File: src/rtl/riscv_fetch.sv
// Instruction fetch stage: credit-limited word requests to instruction memory, in-order PC
// tagging of responses, a small FIFO toward decode, and dropping of stale responses after redirects.
module riscv_fetch #(
  parameter logic [31:0] RESET_PC = 32'h0000_0000,
  parameter int unsigned DEPTH    = 2
) (
  input  logic        clk_in,
  input  logic        rst_n_in,
  output logic        imem_req_valid_out,
  input  logic        imem_req_ready_in,
  output logic [31:0] imem_addr_out,
  input  logic        imem_resp_valid_in,
  input  logic [31:0] imem_resp_data_in,
  input  logic        redirect_valid_in,
  input  logic [31:0] redirect_pc_in,
  output logic        inst_valid_out,
  input  logic        inst_ready_in,
  output logic [31:0] inst_out,
  output logic [31:0] pc_out
);
  localparam int unsigned CNT_W = $clog2(DEPTH + 1);
  localparam int unsigned PTR_W = (DEPTH > 1) ? $clog2(DEPTH) : 1;
  localparam logic [PTR_W-1:0] LAST_PTR = PTR_W'(DEPTH - 1);
  localparam logic [CNT_W:0]   CREDITS  = (CNT_W + 1)'(DEPTH);

  function automatic logic [PTR_W-1:0] ptrInc(input logic [PTR_W-1:0] p);
    if (p == LAST_PTR) return '0;
    return p + 1'b1;
  endfunction

  logic [31:0]      pc_q, pc_d;
  logic [CNT_W-1:0] outstanding_q, outstanding_d;
  logic [CNT_W-1:0] drop_q, drop_d;
  logic [CNT_W-1:0] fifo_cnt_q, fifo_cnt_d;
  logic [PTR_W-1:0] fifo_rd_q, fifo_rd_d, fifo_wr_q, fifo_wr_d;
  logic [PTR_W-1:0] tag_rd_q, tag_rd_d, tag_wr_q, tag_wr_d;

  logic [31:0] tag_mem [DEPTH];
  logic [31:0] fifo_inst [DEPTH];
  logic [31:0] fifo_pc [DEPTH];

  logic credit_ok, accept, push, pop;
  logic unused_pc_bits;

  assign unused_pc_bits = ^redirect_pc_in[1:0];

  // Credit counts both in-flight requests and buffered entries, so the FIFO can never overflow.
  assign credit_ok          = ({1'b0, outstanding_q} + {1'b0, fifo_cnt_q}) < CREDITS;
  assign imem_req_valid_out = !redirect_valid_in && credit_ok;
  assign imem_addr_out      = pc_q;
  assign accept             = imem_req_valid_out && imem_req_ready_in;

  assign inst_valid_out = (fifo_cnt_q != '0);
  assign inst_out       = inst_valid_out ? fifo_inst[fifo_rd_q] : 32'h0000_0013;
  assign pc_out         = inst_valid_out ? fifo_pc[fifo_rd_q] : 32'h0;
  assign pop            = inst_valid_out && inst_ready_in;

  // Every response in flight during a redirect belongs to the old stream and is discarded.
  assign push = imem_resp_valid_in && !redirect_valid_in && (drop_q == '0);

  always_comb begin
    pc_d          = pc_q;
    outstanding_d = outstanding_q + CNT_W'(accept) - CNT_W'(imem_resp_valid_in);
    drop_d        = drop_q;
    fifo_cnt_d    = fifo_cnt_q + CNT_W'(push) - CNT_W'(pop);
    fifo_rd_d     = pop ? ptrInc(fifo_rd_q) : fifo_rd_q;
    fifo_wr_d     = push ? ptrInc(fifo_wr_q) : fifo_wr_q;
    tag_rd_d      = push ? ptrInc(tag_rd_q) : tag_rd_q;
    tag_wr_d      = accept ? ptrInc(tag_wr_q) : tag_wr_q;
    if (accept) pc_d = pc_q + 32'd4;
    if (imem_resp_valid_in && drop_q != '0) drop_d = drop_q - 1'b1;
    if (redirect_valid_in) begin
      pc_d       = {redirect_pc_in[31:2], 2'b00};
      drop_d     = outstanding_q - CNT_W'(imem_resp_valid_in);
      fifo_cnt_d = '0;
      fifo_rd_d  = '0;
      fifo_wr_d  = '0;
      tag_rd_d   = '0;
      tag_wr_d   = '0;
    end
  end

  always_ff @(posedge clk_in or negedge rst_n_in) begin
    if (!rst_n_in) begin
      pc_q          <= RESET_PC;
      outstanding_q <= '0;
      drop_q        <= '0;
      fifo_cnt_q    <= '0;
      fifo_rd_q     <= '0;
      fifo_wr_q     <= '0;
      tag_rd_q      <= '0;
      tag_wr_q      <= '0;
    end else begin
      pc_q          <= pc_d;
      outstanding_q <= outstanding_d;
      drop_q        <= drop_d;
      fifo_cnt_q    <= fifo_cnt_d;
      fifo_rd_q     <= fifo_rd_d;
      fifo_wr_q     <= fifo_wr_d;
      tag_rd_q      <= tag_rd_d;
      tag_wr_q      <= tag_wr_d;
    end
  end

  // Storage needs no reset; the counters above decide which slots are meaningful.
  always_ff @(posedge clk_in) begin
    if (accept) tag_mem[tag_wr_q] <= pc_q;
    if (push) begin
      fifo_inst[fifo_wr_q] <= imem_resp_data_in;
      fifo_pc[fifo_wr_q]   <= tag_mem[tag_rd_q];
    end
  end

  respNeedsRequest: assert property (@(posedge clk_in) disable iff (!rst_n_in)
    imem_resp_valid_in |-> (outstanding_q != '0));

endmodule
File: config.mk
export PLATFORM = sky130hd
export DESIGN_NAME = riscv_fetch
export DESIGN_NICKNAME = d
export VERILOG_FILES = /design/src/rtl/riscv_fetch.sv
export SDC_FILE = /design/constraint.sdc
export NUM_CORES = 1
export LEC_CHECK = 0
export ABC_AREA = 1
export ABC_CLOCK_PERIOD_IN_PS = 4300
export BUFFER_PORTS_ARGS = -buffer_cell sky130_fd_sc_hd__buf_2
export CELL_PAD_IN_SITES_DETAIL_PLACEMENT = 1
export CELL_PAD_IN_SITES_GLOBAL_PLACEMENT = 2
export CORE_ASPECT_RATIO = 1.5
export CORE_UTILIZATION = 32
export CTS_CLUSTER_DIAMETER = 150
export CTS_CLUSTER_SIZE = 8
export DETAILED_ROUTE_END_ITERATION = 10
export PLACE_DENSITY_LB_ADDON = 0.08
export SLEW_MARGIN = 20
export SYNTH_ARGS = -nofsm -noshare
export SYNTH_HDL_FRONTEND = slang
export SYNTH_SLANG_ARGS = --single-unit
File: constraint.sdc
create_clock -name clk_in -period 4.3 [get_ports clk_in]
set_input_delay 0.43 -clock clk_in [delete_from_list [all_inputs] [get_ports clk_in]]
set_output_delay 0.43 -clock clk_in [all_outputs]
set_load 0.01 [all_outputs]
==> flow_summary.ini, run 1 <==
[finish]
total_inserted_antenna_cells = 0
synthToLayoutAreaGrowth_pct = 22.6
finished_core_util = 0.401
fillers = 3322
drive_above_1_share = 0.208
nets = 1134

[worst_setup_path]
critical_setup_path_kind = reg2out
largest_stage_delay_worst_path_ps = 570
worst_ep_required_time_ps = 3870
end_kind = output pin
cp_data_arrival_time_ps = 2350
critical_path_peak_fanout = 41
cp_max_stage_cell = inv_2
start_kind = flip-flop
worstPathCellList = inv_2 > buf_4 > nand2_1 > a21oi_1 > buf_2

[pwr]
power.static_leakage_uw = 0.00475
ir_worst_vdd_uv = 275
power_density_nw_per_um2 = 621

[timing]
layout_setup_ws_ps = 1520
grt_setup_unrepaired = no
finalSetupViolCount = 0
final_max_slew_viol_count = 0
setup-tns-final_ps = 0
finalWorstPathRequiredPeriod_ps = 2780
hold_viol_final = 0
slew_headroom = 0.320
max_slew.worst_pin.slew_ps = 1010
upper_clock_frequency_limit_mhz = 360
whs_ps = 60.3
clock_skew_ps = 10.6
min_period_over_period = 0.647

[clocking]
hold_buffers = 1
cts_buffers = 31
clkTransAtPathRegs_ps = 50
htree_levels = 1
clock_latency_ps = 560
cts.sinks = 224
cts_resized = 0
cts.path.max_buffers = 3
clockRootBuffer = clkbuf_16
post-cts-setup-buffer-count = 0
clock_tree_from_tritoncts = yes

[floorplan]
die_x_um = 142
height_of_the_chip_um = 213
core_um2 = 28900
floorplan.initialDensity = 0.327
ios = 168
die-area_um2 = 30300
row_count = 76

[synthesis]
synthMostInstantiatedCell = nand2_1
synthesis.area_um2 = 9460
syn_avg_cell_area_um2 = 10.7
ys_async_sr_fraction = 0.179
synth-edff-count = 184
postSynthRegisterBits = 224
synth.yosys.seq_area_share = 0.690
post_synth_num_cell_types = 30
yosys.area.top_type_share = 0.584
netlist_top_cells_count = 336 x nand2_1, 184 x edfxtp_1, 76 x a21oi_1
synth_flop_cell = edfxtp_1
yosys-top-cells-area = edfxtp_1 58%, nand2_1 13%, dfrtp_1 11%
netlist_instances = 884
yosysWarningCount = 0
synth_top_cell_by_area = edfxtp_1

[hold_path]
min-delay-path-class = in2reg

[global_route]
grt_first_pass_wirelength_mm = 38.2
number_of_antenna_violations_at_the_first_check_in_global_routing = 0
total_routing_usage_gr = 0.166
first_global_vias = 7094
pin_count_of_the_biggest_net_entering_global_routing = 65
global_route.overflow_total = 0

[route]
firstDrtPassIters = 4
via_count = 6706
drt-initial-drc-count = 293
wl_per_cell_um = 16.9
antenna_left = 0
routed_wl_mm = 24.8
route.detailed.drc = 0
route.detailed.vias_per_inst = 4.56

[placement]
port_buffer_count = 161
dp.final_hpwl_mm = 16.2
gpl.final_weighted_congestion = 0.743
preCtsSetupSlack_ps = 1720

[job]
drv.max_cap_violation_count = 0

[outcome]
outcome = completed
## cells in the final DEF, fill, tap and decap left out, types with 4 or more instances in the layout
cell and count:
inv_1 40, nor2_4 4, edfxtp_1 184, buf_2 161, o211ai_1 4, o21bai_1 10, dfrtp_1 39, a21oi_1 76
nand2_1 336, buf_4 12, xor2_1 7, conb_1 4, ha_1 7, nand3_1 47, nor2_1 51, nor2_2 7
clkbuf_1 26, o21ai_0 9, a21boi_0 4, clkbuf_16 31, xnor2_1 4
## cell type report
cell class	count	area [um^2]	area share
clock buffer	57	873	0.0753
timing repair buffer	174	906	0.0781
multi-input combinational	582	2640	0.227
inverter	43	161	0.0139
tap	390	488	0.0421
clock inverter	1	8.76	0.000755
sequential	224	6530	0.563
## power by group
part	switching, uW	internal, uW
Sequential	259	2770
Clock	898	1340
Combinational	1300	634
Total	2450	4750
## state kept, by name, indices dropped and copies added (netlist names)
register,flops
fifo_rd_q,1
tag_wr_q,1
imem_addr_out,30
fifo_wr_q,1
tag_mem,60
outstanding_q,2
fifo_inst,64
tag_rd_q,1
drop_q,2
fifo_pc,60
fifo_cnt_q,2
## per-layer routing
metal / global-route usage / wire length, um / vias up
met5: 0 / 0 / -
met4: 0.0534 / 453 / 0
met3: 0.0275 / 1080 / 24
met2: 0.312 / 13200 / 142
met1: 0.189 / 10200 / 3239
li1: - / - / 3301
## final timing paths
| kind | start | endpoint | slack [ps] | cells after the start |
|---|---|---|---|---|
| worst min-delay path | imem_resp_data_in[24] | fifo_inst[0][24]$_DFFE_PP_ | 60 | 1 |
| worst max-delay path | fifo_rd_q$_DFFE_PN0P_ | inst_out[18] | 1520 | 5 |
| worst min register to register | tag_mem[0][14]$_DFFE_PP_ | fifo_pc[1][14]$_DFFE_PP_ | 530 | 2 |
| min in group asynchronous | rst_n_in | imem_addr_out[22]$_DFFE_PN0P_ | 280 | 2 |
| worst max register to register | drop_q[0]$_DFFE_PN0P_ | fifo_pc[0][29]$_DFFE_PP_ | 1710 | 7 |
| max in group asynchronous | rst_n_in | fifo_rd_q$_DFFE_PN0P_ | 3240 | 3 |
## per-stage QoR
stage / instances / power, uW / cell area [um^2]
after floorplan: 887 / 4180 / 9470
after global placement: 1412 / 5030 / 10700
after detailed placement: 1412 / 5070 / 10700
after CTS: 1471 / 7360 / 11600
after global routing: 1471 / 7670 / 11600
final: 1471 / 7200 / 11600
## kinds of logic after synthesis
family | after synthesis | share of synthesized area
AOI/OAI and AO/OA | 103 | 0.0592
and+or+nand+nor | 456 | 0.193
DFF | 224 | 0.690
adders and majority gates | 8 | 0.0114
other | 1 | 0.000396
xor gates and xnor gates | 11 | 0.0102
buffers and inverters | 81 | 0.0358
## worst max-delay path: cells and delay by family (launching register included)
family	cells	cell delay [ps]
and+or+nand+nor	1	90
buffers and inverters	3	1130
AOI/OAI and AO/OA	1	160
DFF	1	400
No activity file was read; power rests on OpenSTA's default activity.
==> run 2, diff against run 1 <==
- ABC_AREA: 1 -> 0
- ABC_CLOCK_PERIOD_IN_PS: 4300 -> 2650
- CORE_UTILIZATION: 32 -> 39
- clock period: 4.3 -> 2.65 ns (I/O delays scaled with it)
==> run 2 against run 1 <==
Cell count down 18%. Synthesized cell count is 29% lower. Sequential power rose by 52%. Via count is 11% lower. Clock skew up 4.1 ps. Sequential share of layout area decreased by 1.8 points. Die area shrank 20%. Critical endpoint is now outstanding_q[1]$_DFF_PN0_. Largest power group unchanged.
==> flow_summary.ini, run 2 <==
[outcome]
outcome = completed

[finish]
largest-register = fifo_inst
reg_top3 = fifo_inst: 64 flops, fifo_pc: 60 flops, tag_mem: 60 flops
drive_above_1_share = 0.288
total_inserted_antenna_cells = 0
flip_flop_count_of_the_largest_register_after_layout = 64
final_cell_mix = 184 x edfxtp_1, 161 x buf_2, 84 x nor2_1, 63 x mux2i_1, 60 x dlygate4sd3_1
layout.cells.most_common = edfxtp_1
nets = 947
synthToLayoutAreaGrowth_pct = 30.6

[placement]
gpl.final_weighted_congestion = 0.772
preCtsSetupSlack_ps = 40.9
port_buffer_count = 161
dp.final_hpwl_mm = 14.1

[clocking]
clock_tree_from_tritoncts = yes
cts.path.max_buffers = 3
clkTransAtPathRegs_ps = 50
cts.sinks = 224
cts_buffers = 31
htree_levels = 1
clock_latency_ps = 530
clockRootBuffer = clkbuf_16

[synthesis]
netlist_top_cells_count = 184 x edfxtp_1, 88 x nor2_1, 63 x mux2i_1
post_synth_xor_area_fraction = 0.0172
synth_top_cell_by_area = edfxtp_1
synthesis.area_um2 = 9180
yosys-top-cells-area = edfxtp_1 60%, dfrtp_1 11%, mux2i_1 6.9%
synth-edff-count = 184
post_synth_num_cell_types = 42
postSynthRegisterBits = 224
netlist_instances = 628
adder_cell_share_of_the_synthesized_area = 0.0117
yosysWarningCount = 0
syn_avg_cell_area_um2 = 14.6
synth_mux_area_frac = 0.106
dominant_combinational_cell_family_by_area_after_synthesis = multiplexers
synth_flop_cell = edfxtp_1
synth_area_in_simple_gates = 0.0960
ys_async_sr_fraction = 0.179
synthMostInstantiatedCell = edfxtp_1
yosys.area.top_type_share = 0.602
synth.yosys.seq_area_share = 0.711
synth_compound_area_frac = 0.0356

[global_route]
grt_first_pass_wirelength_mm = 34.5
global_route.overflow_total = 0
pin_count_of_the_biggest_net_entering_global_routing = 63
total_routing_usage_gr = 0.183
first_global_vias = 6670
number_of_antenna_violations_at_the_first_check_in_global_routing = 0

[timing]
setup-tns-final_ps = 0
final_max_slew_viol_count = 0
slew_headroom = 0.422
max_slew.worst_pin.slew_ps = 866
layout_setup_ws_ps = 118
clock_skew_ps = 14.7
hold_viol_final = 0
finalWorstPathRequiredPeriod_ps = 2530
grt_setup_unrepaired = no
finalSetupViolCount = 0
upper_clock_frequency_limit_mhz = 395
min_period_over_period = 0.955

[route]
topRoutingLayerUsed = met4
routedLengthMet1_mm = 8.59
met2_wirelength_mm = 11.8
via_count = 5962
routed_wl_mm = 21.6
route.detailed.drc = 0
met3_length_um = 844
firstDrtPassIters = 4
antenna_left = 0
drt-initial-drc-count = 194
route.detailed.vias_per_inst = 4.94
wl_per_cell_um = 17.9

[worst_setup_path]
reg2reg_depth = 8
end_kind = flip-flop
critical_setup_path_kind = reg2reg
regToRegSetupSlack_ps = 120
r2r_start = outstanding_q[0]$_DFF_PN0_
worst_ep_required_time_ps = 3090
worstReg2RegEnd = outstanding_q[1]$_DFF_PN0_
start_kind = flip-flop
critical_path_peak_fanout = 4
cp_data_arrival_time_ps = 2970

[pwr]
ir_worst_vdd_uv = 502
power.static_leakage_uw = 0.00447
power_density_nw_per_um2 = 888

[hold_path]
hold_depth = 3
min-delay-path-class = in2reg
hold_path.startpoint = redirect_pc_in[30]
min_to = imem_addr_out[30]$_DFFE_PN0P_

[floorplan]
core_um2 = 23100
floorplan.initialDensity = 0.398
die_x_um = 127
height_of_the_chip_um = 190
ios = 168
row_count = 68
die-area_um2 = 24200

[job]
drv.max_cap_violation_count = 0
[run 2: final cells by class]
type / instances / area, um^2
Clock buffer: 56 / 870
Clock inverter: 1 / 8.76
Fill cell: 2344 / 11100
Inverter: 14 / 52.6
Multi-Input combinational cell: 356 / 2500
Sequential cell: 224 / 6530
Tap cell: 315 / 394
Timing Repair Buffer: 242 / 1630
[run 2: stage by stage]
step | power, uW | utilization | hold WS (ps) | std cells | area [um^2]
2_1_floorplan | 6100 | - | -30.6 | 631 | 9200
3_3_place_gp | 7010 | 0.455 | 445 | 1090 | 10500
3_5_place_dp | 7110 | 0.455 | 430 | 1090 | 10500
4_1_cts | 10800 | 0.519 | 0.0275 | 1207 | 12000
5_1_grt | 11200 | 0.520 | 19.7 | 1208 | 12000
6_report | 10600 | 0.520 | 23.7 | 1208 | 12000
[run 2: power by group]
group	total, uW	leakage, uW	internal, uW	switching, uW
logic	2470	0.00192	1080	1380
clock network	3560	0.000416	2180	1380
registers	4620	0.00214	4330	289
[run 2: how the worst max path moves through the flow]
| stage | start | end | slack [ps] | cells after the start |
|---|---|---|---|---|
| global route | outstanding_q[0]$_DFF_PN0_ | imem_addr_out[31]$_DFFE_PN0P_ | 20 | 6 |
| floorplan | redirect_valid_in | fifo_inst[0][0]$_DFFE_PP_ | -390 | 5 |
| global placement | outstanding_q[0]$_DFF_PN0_ | outstanding_q[1]$_DFF_PN0_ | 110 | 8 |
| finish | outstanding_q[0]$_DFF_PN0_ | outstanding_q[1]$_DFF_PN0_ | 120 | 8 |
| detailed placement | outstanding_q[0]$_DFF_PN0_ | outstanding_q[1]$_DFF_PN0_ | 40 | 8 |
| CTS | outstanding_q[0]$_DFF_PN0_ | outstanding_q[1]$_DFF_PN0_ | 30 | 8 |
[run 2: cells by family after synthesis]
family	after synthesis
adders and majority gates	8
and+or+nand+nor	181
muxes	93
other	1
AOI/OAI and AO/OA	52
xor gates and xnor gates	18
DFF	224
buffers and inverters	51
[run 2: repair_timing]
item,4_1_cts,5_1_grt
resized for setup,0,4
setup buffers,0,1
setup endpoints to repair,0,4
hold buffers,60,0
endpoints found under the hold margin,129,0
[run 2: worst max-delay path, stage by stage (launching register included)]
cell	delay (ps)
dfrtp_1	390
and2_1	180
fa_2	450
or4b_4	550
ha_1	290
inv_1	40
ha_1	200
xnor2_2	140
xnor2_1	210
[run 2: routing by layer]
layer  track usage  up-vias
li1              -     2821
met3        0.0284       27
met5             0        -
met4        0.0504        0
met2         0.357      145
met1         0.200     2969
==> run 3, diff against run 2 <==
- CORE_UTILIZATION: 39 -> 40
- CTS_BUF_LIST: not set -> sky130_fd_sc_hd__clkbuf_8
==> run 3 against run 2 <==
The flow now finishes with violations (design-rule violations). Clock skew up 2.8 ps. Non-clock buffer count up 1. Wire length up 0.67%. Sequential share of layout area up 1.8 points. Design area down 3.2%. Largest cell class unchanged. Highest routed layer unchanged.
==> flow_summary.ini, run 3 (synthesis results as in run 2) <==
[outcome]
outcome = finished, violations left
failed_checks = design-rule violations

[finish]
fillers = 2339
flip_flop_count_of_the_largest_register_after_layout = 64
synthToLayoutAreaGrowth_pct = 26.4
largest-register = fifo_inst
layout.cells.most_common = edfxtp_1
final_cell_mix = 184 x edfxtp_1, 161 x buf_2, 84 x nor2_1, 63 x mux2i_1, 62 x dlygate4sd3_1
drive_above_1_share = 0.287
total_inserted_antenna_cells = 0
postLayoutCellArea_um2 = 11600
reg_top3 = fifo_inst: 64 flops, fifo_pc: 60 flops, tag_mem: 60 flops
finished_core_util = 0.516
stdcell_count = 1171
nets = 948

[worst_setup_path]
end_kind = flip-flop
critical_path_peak_fanout = 4
crit_path_start = outstanding_q[0]$_DFF_PN0_
largest_stage_delay_worst_path_ps = 560
critPathMostFrequentCell = ha_1
worst_ep_required_time_ps = 3100
start_kind = flip-flop
cp_data_arrival_time_ps = 3040
worstPathCellList = and2_1 > fa_1 > or4b_4 > ha_1 > inv_1 > ha_1 > xnor2_2 > xnor2_1
critical_setup_path_kind = reg2reg
cp_max_stage_cell = or4b_4
r2r_start = outstanding_q[0]$_DFF_PN0_

[route]
drt-initial-drc-count = 181
route.detailed.drc = 10
via_count = 5933
antenna_left = 0
wl_per_cell_um = 18.6
route.detailed.vias_per_inst = 5.07
routed_wl_mm = 21.7
firstDrtPassIters = 7

[pwr]
power.share.switching = 0.311
power_frac_seq = 0.491
power_switching_uw = 2930
power_density_nw_per_um2 = 810
power.static_leakage_uw = 0.00442
clock_power_share = 0.247
power_frac_comb = 0.263
intPower_uw = 6470
ir_worst_vdd_uv = 366

[placement]
placed_cells_incl_taps = 1050
postPlaceCellArea_um2 = 10400
port_buffer_count = 161
gpl.final_weighted_congestion = 0.742
dp.final_hpwl_mm = 14.1

[clocking]
cts.sinks = 224
clkTransAtPathRegs_ps = 80
clockRootBuffer = clkbuf_8
clock_tree_from_tritoncts = yes
cts.path.max_buffers = 3
cts_buffers = 31
clock_latency_ps = 560
htree_levels = 1

[floorplan]
die-area_um2 = 23600
die_x_um = 126
ios = 168
height_of_the_chip_um = 188
row_count = 67
core_um2 = 22500
floorplan.initialDensity = 0.409

[timing]
hold_viol_final = 0
finalSetupViolCount = 0
whs_ps = 62.4
finalWorstPathRequiredPeriod_ps = 2590
max_slew.worst_pin.slew_ps = 852
final_max_slew_viol_count = 0
clock_skew_ps = 17.5
grt_setup_unrepaired = yes
upper_clock_frequency_limit_mhz = 386
slew_headroom = 0.432
min_period_over_period = 0.978

[hold_path]
hold_path.startpoint = redirect_pc_in[31]
min-delay-path-class = in2reg

[global_route]
first_global_vias = 6639
gr-usage-met2 = 0.368
global_route.overflow_total = 0
total_routing_usage_gr = 0.191
grt_use_met1 = 0.214
globalRoute.busiestLayer = met2
grt_first_pass_wirelength_mm = 35.1
number_of_antenna_violations_at_the_first_check_in_global_routing = 0
grt_util_met3 = 0.0248
pin_count_of_the_biggest_net_entering_global_routing = 63

[job]
drv.max_cap_violation_count = 0
-- run 3: final cells by class --
class	instances	area (um^2)	area share
inverter	14	52.6	0.00453
clock buffer	31	427	0.0368
clock inverter	27	105	0.00906
timing repair buffer	243	1630	0.140
tap	276	345	0.0298
multi-input combinational	356	2510	0.217
sequential	224	6530	0.563
-- run 3: worst paths after layout --
check	slack (ps)	cells after the start	endpoint
min in group asynchronous	350	2	imem_addr_out[15]$_DFFE_PN0P_
worst max-delay path	60	8	outstanding_q[1]$_DFF_PN0_
max in group asynchronous	1640	2	fifo_rd_q$_DFFE_PN0P_
worst max register to register	60	8	outstanding_q[1]$_DFF_PN0_
worst min register to register	560	1	fifo_pc[0][24]$_DFFE_PP_
worst min-delay path	60	3	imem_addr_out[31]$_DFFE_PN0P_
-- run 3: what timing repair did --
item,in CTS,in global routing
hold buffers,62,0
resized for setup,2,3
endpoints found under the setup margin,2,5
endpoints found under the hold margin,126,0
setup buffers,0,1
-- run 3: through the flow --
step                      total power, uW  worst slack, ps  setup TNS (ps)
after floorplan                      6100             -390          -48390
after global placement               6980              123               0
after detailed placement             7110            -13.6           -13.6
after CTS                            9560             17.6               0
after global routing                 9930            -41.5           -59.3
final                                9400             57.2               0
-- run 3: routing by layer --
metal,share of wire,up-vias,wire [um]
met3,0.036,32,772
met2,0.55,148,11900
met5,0,-,0
met1,0.39,2938,8580
li1,-,2815,-
met4,0.021,0,465
-- run 3: power groups by stage --
stage | sequential, uW | clock (uW) | combinational, uW
6_report | 4610 | 2320 | 2470
5_1_grt | 4660 | 2560 | 2710
3_3_place_gp | 4650 | 0 | 2330
3_5_place_dp | 4690 | 0 | 2420
2_1_floorplan | 4570 | 0 | 1530
4_1_cts | 4620 | 2420 | 2520
-- run 3: worst max-delay path, delay by kind of cell, from the launching register on --
kind / cells / cell delay (ps)
adder cells (fa/ha/maj): 3 / 1010
AND/OR/NAND/NOR: 2 / 730
flip-flops: 1 / 410
XOR/XNOR: 2 / 300
buffers and inverters: 1 / 40
